### config.mk
export PLATFORM = sky130hd
export DESIGN_NAME = dro_bank
export DESIGN_NICKNAME = d
export VERILOG_FILES = /design/src/rtl/dro_pkg.sv /design/src/rtl/dro_channel.sv /design/src/rtl/dro_bank.sv
export SDC_FILE = /design/constraint.sdc
export NUM_CORES = 1
export LEC_CHECK = 0
export CAP_MARGIN = 20
export CORE_ASPECT_RATIO = 1.4
export CORE_MARGIN = 2
export CORE_UTILIZATION = 29
export DETAILED_ROUTE_END_ITERATION = 12
export SYNTH_ARGS = -nofsm -noshare
export SYNTH_HDL_FRONTEND = slang
export SYNTH_SLANG_ARGS = --single-unit
### constraint.sdc
create_clock -name clk -period 7.41 [get_ports clk]
set_input_delay 1.482 -clock clk [delete_from_list [all_inputs] [get_ports clk]]
set_output_delay 1.482 -clock clk [all_outputs]
set_load 0.05 [all_outputs]
### src/rtl/dro_pkg.sv
// ============================================================================
// Module      : dro_pkg
// Description : Shared types and helpers for the DRO storage bank.
//               - dro_mode_e   : readout mode (destructive / non-destructive)
//               - chan_state_e : per-channel storage state
//               - cnt_width()  : width of the since_set / since_rd counters
// Revision    : 1.0 - initial release
// ============================================================================
`default_nettype none

package dro_pkg;

   typedef enum logic {
      DRO  = 1'b0,
      NDRO = 1'b1
   } dro_mode_e;

   typedef enum logic {
      EMPTY  = 1'b0,
      STORED = 1'b1
   } chan_state_e;

   // Both counters share one width, wide enough for the larger saturation
   // value: SETUP_CYC for since_set, HOLD_CYC+1 for since_rd.
   function automatic int cnt_width(input int setup_cyc, input int hold_cyc);
      int m;
      m = (setup_cyc > hold_cyc + 1) ? setup_cyc : hold_cyc + 1;
      return $clog2(m + 1);
   endfunction

endpackage

`default_nettype wire

### src/rtl/dro_channel.sv
// ============================================================================
// Module      : dro_channel
// Description : One DRO/NDRO storage channel with setup/hold violation checks.
// Ports       : clk        - clock, rising edge
//               rst_n      - asynchronous active-low reset
//               set        - set pulse for this channel
//               reset      - shared readout strobe
//               clr        - shared silent clear
//               mode_ndro  - 0 = destructive, 1 = non-destructive readout
//               out        - registered readout pulse
//               viol_setup - registered setup-violation pulse
//               viol_hold  - registered hold-violation pulse
//               viol_next  - combinational "violation next cycle" for counting
// Revision    : 1.0 - initial release
// ============================================================================
`default_nettype none

module dro_channel
   import dro_pkg::*;
#(
   parameter int SETUP_CYC = 3,
   parameter int HOLD_CYC  = 2
) (
   input  logic clk,
   input  logic rst_n,
   input  logic set,
   input  logic reset,
   input  logic clr,
   input  logic mode_ndro,
   output logic out,
   output logic viol_setup,
   output logic viol_hold,
   output logic viol_next
);

   localparam int            CW      = cnt_width(SETUP_CYC, HOLD_CYC);
   localparam logic [CW-1:0] SET_SAT = CW'(SETUP_CYC);
   localparam logic [CW-1:0] RD_SAT  = CW'(HOLD_CYC + 1);
   localparam logic [CW-1:0] HOLD_LIM = CW'(HOLD_CYC);
   localparam logic [CW-1:0] ONE     = CW'(1);

   chan_state_e   state, state_nxt;
   logic [CW-1:0] since_set, since_set_nxt;
   logic [CW-1:0] since_rd, since_rd_nxt;
   logic          out_nxt, vs_nxt, vh_nxt;
   logic          set_early, hold_win;

   always_ff @(posedge clk or negedge rst_n) begin
      if (!rst_n) begin
         state      <= EMPTY;
         since_set  <= SET_SAT;
         since_rd   <= RD_SAT;
         out        <= 1'b0;
         viol_setup <= 1'b0;
         viol_hold  <= 1'b0;
      end else begin
         state      <= state_nxt;
         since_set  <= since_set_nxt;
         since_rd   <= since_rd_nxt;
         out        <= out_nxt;
         viol_setup <= vs_nxt;
         viol_hold  <= vh_nxt;
      end
   end

   always_comb begin
      // A set in the readout cycle itself counts as distance 0.
      set_early     = set | (since_set < SET_SAT);
      // since_rd is never below 1, so HOLD_CYC=0 makes this window empty.
      hold_win      = (since_rd <= HOLD_LIM);
      state_nxt     = state;
      since_set_nxt = (since_set < SET_SAT) ? since_set + ONE : since_set;
      since_rd_nxt  = (since_rd < RD_SAT) ? since_rd + ONE : since_rd;
      out_nxt       = 1'b0;
      vs_nxt        = 1'b0;
      vh_nxt        = 1'b0;

      if (reset) begin
         since_rd_nxt  = ONE;
         // The readout consumes (or loses) the pending set, so a later
         // readout does not re-flag the same set.
         since_set_nxt = SET_SAT;
         if (set_early) begin
            vs_nxt    = 1'b1;
            state_nxt = EMPTY;
         end else begin
            out_nxt   = (state == STORED);
            state_nxt = (state == STORED && dro_mode_e'(mode_ndro) == NDRO && !clr)
                        ? STORED : EMPTY;
         end
      end else begin
         if (set && hold_win) begin
            vh_nxt = 1'b1;
         end else if (set) begin
            state_nxt     = STORED;
            since_set_nxt = ONE;
         end
         if (clr) begin
            state_nxt = EMPTY;
         end
      end
   end

   assign viol_next = vs_nxt | vh_nxt;

endmodule

`default_nettype wire

### src/rtl/dro_bank.sv
// ============================================================================
// Module      : dro_bank
// Description : N-channel DRO/NDRO storage bank with per-channel setup/hold
//               violation pulses and a saturating violation counter.
// Ports       : clk        - clock, rising edge
//               rst_n      - asynchronous active-low reset
//               set        - per-channel set pulses [CHANNELS]
//               reset      - shared readout strobe
//               clr        - shared silent clear
//               mode_ndro  - 0 = destructive, 1 = non-destructive readout
//               out        - readout pulses [CHANNELS]
//               viol_setup - setup-violation pulses [CHANNELS]
//               viol_hold  - hold-violation pulses [CHANNELS]
//               viol_cnt   - saturating violation total [CNT_W]
// Revision    : 1.0 - initial release
// ============================================================================
`default_nettype none

module dro_bank
   import dro_pkg::*;
#(
   parameter int CHANNELS  = 4,
   parameter int SETUP_CYC = 3,
   parameter int HOLD_CYC  = 2,
   parameter int CNT_W     = 8
) (
   input  logic                clk,
   input  logic                rst_n,
   input  logic [CHANNELS-1:0] set,
   input  logic                reset,
   input  logic                clr,
   input  logic                mode_ndro,
   output logic [CHANNELS-1:0] out,
   output logic [CHANNELS-1:0] viol_setup,
   output logic [CHANNELS-1:0] viol_hold,
   output logic [CNT_W-1:0]    viol_cnt
);

   localparam int               PW      = $clog2(CHANNELS + 1);
   localparam int               SW      = ((CNT_W > PW) ? CNT_W : PW) + 1;
   localparam logic [CNT_W-1:0] CNT_MAX = {CNT_W{1'b1}};

   logic [CHANNELS-1:0] viol_next;
   logic [PW-1:0]       pop;
   logic [SW-1:0]       sum;
   logic [CNT_W-1:0]    cnt_nxt;

   generate
      for (genvar i = 0; i < CHANNELS; i++) begin : g_chan
         dro_channel #(
            .SETUP_CYC (SETUP_CYC),
            .HOLD_CYC  (HOLD_CYC)
         ) u_chan (
            .clk        (clk),
            .rst_n      (rst_n),
            .set        (set[i]),
            .reset      (reset),
            .clr        (clr),
            .mode_ndro  (mode_ndro),
            .out        (out[i]),
            .viol_setup (viol_setup[i]),
            .viol_hold  (viol_hold[i]),
            .viol_next  (viol_next[i])
         );
      end
   endgenerate

   // Setup and hold violations are mutually exclusive per channel, so each
   // violating channel contributes exactly one count.
   always_comb begin
      pop = '0;
      for (int i = 0; i < CHANNELS; i++) begin
         pop = pop + PW'(viol_next[i]);
      end
      sum     = SW'(viol_cnt) + SW'(pop);
      cnt_nxt = (sum > SW'(CNT_MAX)) ? CNT_MAX : sum[CNT_W-1:0];
   end

   always_ff @(posedge clk or negedge rst_n) begin
      if (!rst_n) begin
         viol_cnt <= '0;
      end else begin
         viol_cnt <= cnt_nxt;
      end
   end

endmodule

`default_nettype wire
==> impl_metrics.yaml, run 1 <==
route:
  routed_wl_microns: 3420
  antenna_left: 0
  num_vias: 1220
  drcViolationCount: 0
  wire_per_inst_microns: 12.6
  firstDrtPassIters: 4
  viasPerCell: 4.50
  drt-initial-drc-count: 77
synthesis:
  yosys.area.top_type: "dfrtp_1"
  avgSynthCellArea_sq_um: 10.7
  synth_warnings: 0
  yosysMostFrequentCell: "dfrtp_1"
  synth_async_sr_flop_share_pct: 100
  syn_nets: 199
  netlist_top_cells_count: "24 x dfrtp_1, 16 x dfstp_2, 16 x nor2_1"
  ys.flop_type: "dfrtp_1"
  ys_seq_area_share_pct: 53.6
  synth_edf_count: 0
  ys_ff_latch: 40
  ys_top_cells_by_area: "dfrtp_1 32%, dfstp_2 22%, ha_1 5.9%"
  synth_cells: 178
  netlist.area_leader.share_pct: 31.6
  ys_types: 25
  syn-cell-area_sq_um: 1900
outcome:
  status: "completed"
critical_path:
  path_cells: "clkdlybuf4s50_1 > and2_1 > nor2_1 > fa_1 > inv_1 > fa_1 > fa_1 > and4_2 > nand2_1 > nand3_1"
  cp_common_cell: "fa_1"
  crit_start: "reset"
  cp.arrival_ns: 4.65
  worst_setup_path_end_kind: "register"
  cp_num_buf_inv: 2
  r2r-start: "g_chan[0].u_chan.since_rd[0]"
  cp.required_ns: 7.58
  crit_family: "adder cells"
  cp-start-kind: "input port"
  crit_type: "in -> reg"
  cp_slowest_cell: "clkdlybuf4s50_1"
  slowest_delay_ns: 0.91
  critPathMaxFanout: 19
sta:
  hold_viol_final: 0
  worst_pin_slew_ns: 0.879
  timing.final.crit_share_pct: 60.6
  slew_headroom_pct: 41.4
  rsz0062_at_grt: "no"
  finClkSkew_ns: 0.00991
  fin_setup_tns_ns: 0
  clock.fmax_ghz: 0.223
  finalSetupViolCount: 0
  drv_slew: 0
  min_period_ns: 4.49
layout:
  fin_nets: 219
  diodes: 0
  multi_input_area_sq_um: 729
  final-seq-area_sq_um: 1020
  drive_gt1_share_pct: 12.1
  fillers: 620
  final_cell_area_sq_um: 2240
  area_delta_synth_final_pct: 17.8
  layout.cells.non_filler: 271
floorplan:
  core_sq_um: 6300
  ioPinCount: 29
  die_height_microns: 99.9
  die-area_sq_um: 7240
  start_util_pct: 30.2
  rows: 34
  die_width_microns: 72.5
pwr:
  peakVddDrop_v: 0.000180
  p_leak_nw: 0.959
  powerDensity_nw_per_um2: 382
clocking:
  cts_num_sinks: 40
  cts-root-buf: "clkbuf_8"
  clockBufferDepth: 2
  ctsResizeCount: 0
  htree_levels: 2
  worst_skew_pair.late_latency_ns: 0.29
  cts_tree: "done"
  clk_pin_slew_worst_paths_ns: 0.07
  cts_setup_buffers: 0
  numCtsBuffers: 5
  holdBufCountCts: 0
global_route:
  grt_pass1_vias: 1160
  antenna_found_initial: 0
  grt_pass1_wl_microns: 5800
  grt-ovfl-total: 0
  grt_use_total_pct: 10.6
  grt_start_max_net_pins: 41
placement:
  placed_cells: 263
  placedInstanceArea_sq_um: 2160
  dp_hpwl_microns: 2470
  gp_congestion: 0.692
  io_buffers: 28
hold_path:
  holdCritPathClass: "reg -> reg"
  hp-start: "g_chan[1].u_chan.since_set[0]"
flow_run:
  maxCapViolCount: 0
## layout by cell type, fill, tap and decap left out
master / n
a21oi_1: 7
a31oi_1: 2
and2_1: 6
and3_1: 1
and4_2: 1
buf_2: 1
clkbuf_1: 2
clkbuf_8: 5
clkdlybuf4s50_1: 27
clkinv_2: 1
dfrtp_1: 24
dfstp_2: 16
fa_1: 3
ha_1: 9
inv_1: 12
mux2i_1: 5
nand2_1: 15
nand2b_1: 6
nand3_1: 8
nand3b_1: 4
nor2_1: 16
nor2b_1: 6
nor3_1: 6
o21ai_0: 6
o32a_1: 1
o32ai_1: 3
or3_1: 2
xor2_1: 4
## metal layers
metal	GRT usage [%]	wire length [microns]	vias to the layer above
met5	0	0	-
met4	4.70	69	0
li1	-	-	617
met1	13.4	1550	569
met2	16.7	1650	27
met3	3.31	155	7
## kinds of logic after synthesis
group | share of synthesized area [%]
mux | 2.63
xor+xnor | 1.84
buf+inv | 8.02
simple gates | 18.8
fa+ha+maj | 9.07
flops | 53.6
compound gates | 5.98
## power breakdown
group	total, mW	internal [mW]	switching, mW
clock network	0.139	0.0661	0.0730
logic	0.377	0.151	0.226
registers	0.341	0.290	0.0506
## path summary, 6_finish.rpt
kind | to | slack (ns) | cells after the start
min in group asynchronous | g_chan[1].u_chan.viol_hold | 1.31 | 1
worst min-delay path | g_chan[1].u_chan.since_set[0] | 0.47 | 1
worst max-delay path | viol_cnt[5] | 2.92 | 10
worst min register to register | g_chan[1].u_chan.since_set[0] | 0.47 | 1
max in group asynchronous | viol_cnt[6] | 5.55 | 1
worst max register to register | viol_cnt[5] | 4.45 | 10
## flip-flops by register name, summed over array words and instances, names as in the netlist
name                      count
g_chan.u_chan.since_rd        8
g_chan.u_chan.out             4
g_chan.u_chan.viol_setup      4
g_chan.u_chan.since_set       8
viol_cnt                      8
g_chan.u_chan.state           4
g_chan.u_chan.viol_hold       4
## final cells by class
| type | instances | area share (%) |
|---|---|---|
| sequential | 40 | 45.5 |
| multi-input combinational | 111 | 32.5 |
| timing repair buffer | 28 | 12.3 |
| tap | 72 | 4.02 |
| clock buffer | 7 | 3.40 |
| inverter | 12 | 2.01 |
| clock inverter | 1 | 0.223 |
## per-stage QoR
stage / setup slack, ns / utilization [%] / hold WS (ns) / power [mW]
after floorplan: 3.62 / - / 0.437 / 0.621
after global placement: 2.64 / 34.3 / 0.444 / 0.721
after detailed placement: 2.57 / 34.3 / 0.449 / 0.728
after CTS: 2.89 / 35.6 / 0.467 / 0.873
after global routing: 2.68 / 35.6 / 0.489 / 0.929
final: 2.92 / 35.6 / 0.469 / 0.857
Note: power is estimated with default switching activity, not from simulation.
==> run 2: changes to the inputs <==
==> constraint.sdc (replaced) <==
create_clock -name clk -period 3.65 [get_ports clk]
set_input_delay 0.73 -clock clk [delete_from_list [all_inputs] [get_ports clk]]
set_output_delay 0.73 -clock clk [all_outputs]
set_load 0.05 [all_outputs]
==> run 2 against run 1 <==
First-iteration DRC count fell by 31%. Largest power group unchanged. Total power rose by 110%. Combinational power rose by 110%. Worst hold slack improved by 0.00086 ns. Sequential share of layout area fell by 0.97 points. Flip-flop and latch count did not move.
==> impl_metrics.yaml, run 2 (synthesis gave the netlist of run 1 again) <==
critical_path:
  critPathMaxFanout: 4
  cp_common_cell: "fa_1"
  worst_setup_path_end_kind: "register"
  cp.required_ns: 3.82
  cp_slowest_cell: "clkdlybuf4s50_1"
  slowest_delay_ns: 0.53
  cp.arrival_ns: 3.51
  path_cells: "clkdlybuf4s50_1 > nand3b_1 > and2_1 > nor2_1 > fa_1 > inv_1 > fa_1 > fa_1 > and4_2 > nand2_1 > nand3_1"
  cp_num_buf_inv: 2
  crit_family: "adder cells"
  cp-start-kind: "input port"
  crit_type: "in -> reg"
layout:
  fillers: 637
  drive_gt1_share_pct: 15.2
  final_common_cell: "clkdlybuf4s50_1"
  fin_nets: 224
  diodes: 0
  reg_top3: "g_chan.u_chan.since_rd (8), g_chan.u_chan.since_set (8), viol_cnt (8)"
  multi_input_area_sq_um: 729
  final-seq-area_sq_um: 1020
  final_cell_area_sq_um: 2290
  area_delta_synth_final_pct: 20.4
  final_cell_mix: "27 x clkdlybuf4s50_1, 24 x dfrtp_1, 16 x nor2_1, 16 x dfstp_2, 15 x nand2_1"
sta:
  hold_viol_final: 0
  clock.fmax_ghz: 0.299
  hold_ws_ns: 0.469
  worst_pin_slew_ns: 0.881
  fin_setup_tns_ns: 0
  timing.final.crit_share_pct: 91.6
  finalSetupViolCount: 0
  rsz0062_at_grt: "no"
  slew_headroom_pct: 41.3
  drv_slew: 0
  min_period_ns: 3.34
  finClkSkew_ns: 0.00434
pwr:
  p_int_mw: 1.06
  combinationalPowerShare_pct: 44.0
  p_switching_mw: 0.727
  p_leak_nw: 0.992
  powerDensity_nw_per_um2: 780
  peakVddDrop_v: 0.000402
  swShare_pct: 40.7
  seq_power_share_pct: 38.8
  power_frac_clock_pct: 17.2
clocking:
  holdBufCountCts: 0
  clk_pin_slew_worst_paths_ns: 0.08
  cts_setup_buffers: 0
  htree_levels: 2
  cts_num_sinks: 40
  cts-root-buf: "clkbuf_8"
  cts_tree: "done"
  worst_skew_pair.late_latency_ns: 0.29
  clockBufferDepth: 2
  ctsResizeCount: 0
  numCtsBuffers: 5
flow_run:
  maxCapViolCount: 0
placement:
  gp_congestion: 0.752
  io_buffers: 28
  dp_hpwl_microns: 2430
  placedInstanceArea_sq_um: 2200
floorplan:
  die_width_microns: 72.5
  die-area_sq_um: 7240
  ioPinCount: 29
  start_util_pct: 30.2
  rows: 34
  core_sq_um: 6300
  die_height_microns: 99.9
route:
  antenna_left: 0
  routed_wl_microns: 3390
  num_vias: 1274
  viasPerCell: 4.62
  drt-initial-drc-count: 53
  wire_per_inst_microns: 12.3
  drcViolationCount: 0
  firstDrtPassIters: 4
global_route:
  antenna_found_initial: 0
  grt_pass1_wl_microns: 5680
  grt-ovfl-total: 0
  grt_use_total_pct: 10.2
  grt_pass1_vias: 1208
  grt_start_max_net_pins: 41
outcome:
  status: "completed"
hold_path:
  holdCritPathClass: "reg -> reg"
run 2: changes by cell type in the layout (fill, tap and decap cells not counted), sizes merged:
cell / delta
buf: +5
clkbuf: -1
clkinv: +1
run 2: power by group through the flow:
stage / Clock, mW / Sequential [mW] / Combinational (mW)
finish: 0.308 / 0.693 / 0.785
global route: 0.331 / 0.716 / 0.869
CTS: 0.312 / 0.693 / 0.797
detailed placement: 0 / 0.700 / 0.792
global placement: 0 / 0.699 / 0.780
floorplan: 0 / 0.833 / 0.427
run 2: cell type report:
| cell class | count | area share (%) |
|---|---|---|
| multi-input combinational | 111 | 31.8 |
| clock buffer | 6 | 3.60 |
| tap | 72 | 3.93 |
| sequential | 40 | 44.6 |
| inverter | 12 | 1.97 |
| timing repair buffer | 33 | 13.7 |
| clock inverter | 2 | 0.437 |
run 2: per-stage QoR:
step | utilization [%] | cells | setup slack [ns] | power (mW)
3_3_place_gp | 34.9 | 268 | 0.0508 | 1.48
2_1_floorplan | - | 178 | 0.610 | 1.26
4_1_cts | 36.4 | 276 | 0.308 | 1.80
3_5_place_dp | 34.9 | 268 | -0.00848 | 1.49
5_1_grt | 36.4 | 276 | 0.168 | 1.92
6_report | 36.4 | 276 | 0.308 | 1.79
run 2: per-layer routing:
layer  vias up  wire length [microns]  GRT usage [%]  part of all wire, %
met5         -                      0              0                    0
met4         0                     51           3.85                  1.5
met3         5                    185           3.61                  5.5
met2        32                   1580           15.3                   47
met1       613                   1570           13.5                   46
li1        624                      -              -                    -
run 2: worst reg2reg max path: cells and delay by family (launching register included):
family	cells	cell delay, ns
flops	1	0.39
fa+ha+maj	4	1.58
simple gates	5	0.77
buf+inv	1	0.05
run 2: worst paths after layout:
check	start	end	slack [ns]	cells after the start
min reg2reg	g_chan[3].u_chan.since_set[0]	g_chan[3].u_chan.since_set[0]	0.47	1
min in group asynchronous	rst_n	g_chan[0].u_chan.out	0.55	1
max	set[2]	viol_cnt[3]	0.31	11
max in group asynchronous	rst_n	viol_cnt[3]	2.55	1
max reg2reg	g_chan[0].u_chan.since_rd[0]	viol_cnt[3]	0.74	10
min	g_chan[3].u_chan.since_set[0]	g_chan[3].u_chan.since_set[0]	0.47	1
==> run 3: changes to the inputs <==
--- a/config.mk
+++ b/config.mk
@@ -8,8 +8,9 @@
 export CAP_MARGIN = 20
 export CORE_ASPECT_RATIO = 1.4
 export CORE_MARGIN = 2
-export CORE_UTILIZATION = 29
+export CORE_UTILIZATION = 48
 export DETAILED_ROUTE_END_ITERATION = 12
+export PLACE_DENSITY = 0.75
 export SYNTH_ARGS = -nofsm -noshare
 export SYNTH_HDL_FRONTEND = slang
 export SYNTH_SLANG_ARGS = --single-unit
==> constraint.sdc (replaced) <==
create_clock -name clk -period 2.7 [get_ports clk]
set_input_delay 0.54 -clock clk [delete_from_list [all_inputs] [get_ports clk]]
set_output_delay 0.54 -clock clk [all_outputs]
set_load 0.05 [all_outputs]
==> run 3 against run 2 <==
Register-to-register slack got worse by 0.66 ns. Critical endpoint is now viol_cnt[6]. Sequential share of layout area decreased by 0.77 points. Final cell count decreased by 8.7%. Sequential power increased by 37%. Die area decreased by 38%. Highest routed layer unchanged. Via count increased by 3.3%.
==> impl_metrics.yaml, run 3 (synthesis gave the netlist of run 1 again) <==
sta:
  finClkSkew_ns: 0.0146
  timing.final.crit_share_pct: 97.2
  min_period_ns: 2.62
  rsz0062_at_grt: "no"
  finalSetupViolCount: 0
  worst_pin_slew_ns: 0.864
  fin_setup_tns_ns: 0
  clock.fmax_ghz: 0.381
  drv_slew: 0
  slew_headroom_pct: 42.4
  hold_viol_final: 0
  timing.final.ws_setup_ns: 0.0760
floorplan:
  die_height_microns: 78.5
  start_util_pct: 49.0
  rows: 27
  core_sq_um: 3880
  die_width_microns: 57.2
  ioPinCount: 29
  die-area_sq_um: 4490
pwr:
  p_leak_nw: 1.02
  p_switching_mw: 1.02
  peakVddDrop_v: 0.000755
  combinationalPowerShare_pct: 43.4
  powerDensity_nw_per_um2: 1090
  p_int_mw: 1.53
  seq_power_share_pct: 37.5
  swShare_pct: 40.0
  power_frac_clock_pct: 19.1
critical_path:
  crit_start: "g_chan[2].u_chan.since_rd[0]"
  critPathMaxFanout: 4
  r2r-start: "g_chan[2].u_chan.since_rd[0]"
  reg2reg_slack_ns: 0.08
  cp.arrival_ns: 2.80
  crit_type: "reg -> reg"
  cp.required_ns: 2.87
  worst_setup_path_end_kind: "register"
  cp-start-kind: "register"
  r2r_cells: 10
  reg2reg_to: "viol_cnt[6]"
placement:
  io_buffers: 28
  placed_cells: 244
  placedInstanceArea_sq_um: 2210
  place_ws_ns: -0.571
  gp_congestion: 0.741
  dp_hpwl_microns: 2590
layout:
  layout.cells.non_filler: 252
  final_cell_area_sq_um: 2330
  drive_gt1_share_pct: 22.0
  reg_top3: "g_chan.u_chan.since_rd (8), g_chan.u_chan.since_set (8), viol_cnt (8)"
  final_cell_mix: "24 x dfrtp_1, 24 x clkdlybuf4s50_1, 16 x dfstp_2"
  fin_nets: 229
  diodes: 0
  area_delta_synth_final_pct: 22.5
hold_path:
  holdCritPathClass: "in -> async"
global_route:
  grt_pass1_wl_microns: 6280
  grt-ovfl-total: 0
  use_met3_pct: 3.46
  grt_start_max_net_pins: 41
  busiest_layer: "met2"
  antenna_found_initial: 0
  use_met2_pct: 32.4
  grt_use_total_pct: 18.8
  grt_use_met1_pct: 20.8
  grt_pass1_vias: 1362
clocking:
  worst_skew_pair.late_latency_ns: 0.31
  holdBufCountCts: 0
  clk_pin_slew_worst_paths_ns: 0.09
  clockBufferDepth: 2
  numCtsBuffers: 5
  cts-root-buf: "clkbuf_8"
  cts_tree: "done"
  htree_levels: 2
  cts_num_sinks: 40
flow_run:
  maxCapViolCount: 0
route:
  drt-initial-drc-count: 31
  antenna_left: 0
  firstDrtPassIters: 4
  viasPerCell: 5.22
  routed_wl_microns: 3680
  num_vias: 1316
  wire_per_inst_microns: 14.6
  drcViolationCount: 0
outcome:
  status: "completed"
-- run 3: cell types whose count changed in the layout (fill, tap and decap cells not counted), sizes merged --
cell | previous run | this run
buf | 6 | 11
clkdlybuf4s50 | 27 | 24
bufinv | 0 | 1
clkbuf | 6 | 7
clkinv | 2 | 1
clkinvlp | 0 | 1
dlygate4sd2 | 0 | 1
-- run 3: critical path, stage by stage, from the launching register on --
cell and delay [ns]:
dfstp_2 0.39, ha_2 0.21, nor2b_2 0.14, nor2_1 0.07, fa_1 0.49, inv_1 0.06
fa_2 0.37, fa_2 0.35, and4_4 0.22, a21oi_1 0.14, a31oi_1 0.05
-- run 3: metrics by stage --
stage / hold WS (ns) / util [%] / power, mW
6_report: 0.345 / 60.0 / 2.54
5_1_grt: 0.422 / 60.0 / 2.73
4_1_cts: 0.374 / 59.7 / 2.55
3_5_place_dp: 0.452 / 56.8 / 2.05
3_3_place_gp: 0.444 / 56.8 / 2.00
2_1_floorplan: 0.244 / - / 1.72
-- run 3: what timing repair did --
item                                    4_1_cts  5_1_grt
gates cloned                                  0        0
pin swaps                                     0        2
resized for setup                             6        8
buffers inserted                              0        0
endpoints found under the setup margin        8        8
-- run 3: final cells by class --
cell class	count	area, sq um
Sequential cell	40	1020
Clock inverter	3	42.5
Multi-Input combinational cell	111	761
Inverter	12	45.0
Fill cell	318	1550
Clock buffer	5	68.8
Timing Repair Buffer	38	339
Tap cell	43	53.8
-- run 3: how the worst max path moves through the flow --
stage	depth (start not counted)	end	slack, ns
floorplan	10	viol_cnt[6]	0.05
global placement	11	viol_cnt[6]	-0.48
detailed placement	11	viol_cnt[5]	-0.57
CTS	10	viol_cnt[6]	0.02
global route	10	viol_cnt[6]	0.0008
finish	10	viol_cnt[6]	0.08
-- run 3: layer usage --
metal	up-vias	routed length [microns]
li1	634	-
met1	639	1390
met2	33	2040
met3	10	131
met4	0	124
met5	-	0
-- run 3: power groups by stage --
stage | Combinational (mW) | Clock, mW | Sequential, mW
final | 1.10 | 0.485 | 0.952
after detailed placement | 1.10 | 0 | 0.953
after CTS | 1.12 | 0.494 | 0.943
after global routing | 1.23 | 0.522 | 0.977
after floorplan | 0.588 | 0 | 1.13
after global placement | 1.07 | 0 | 0.936
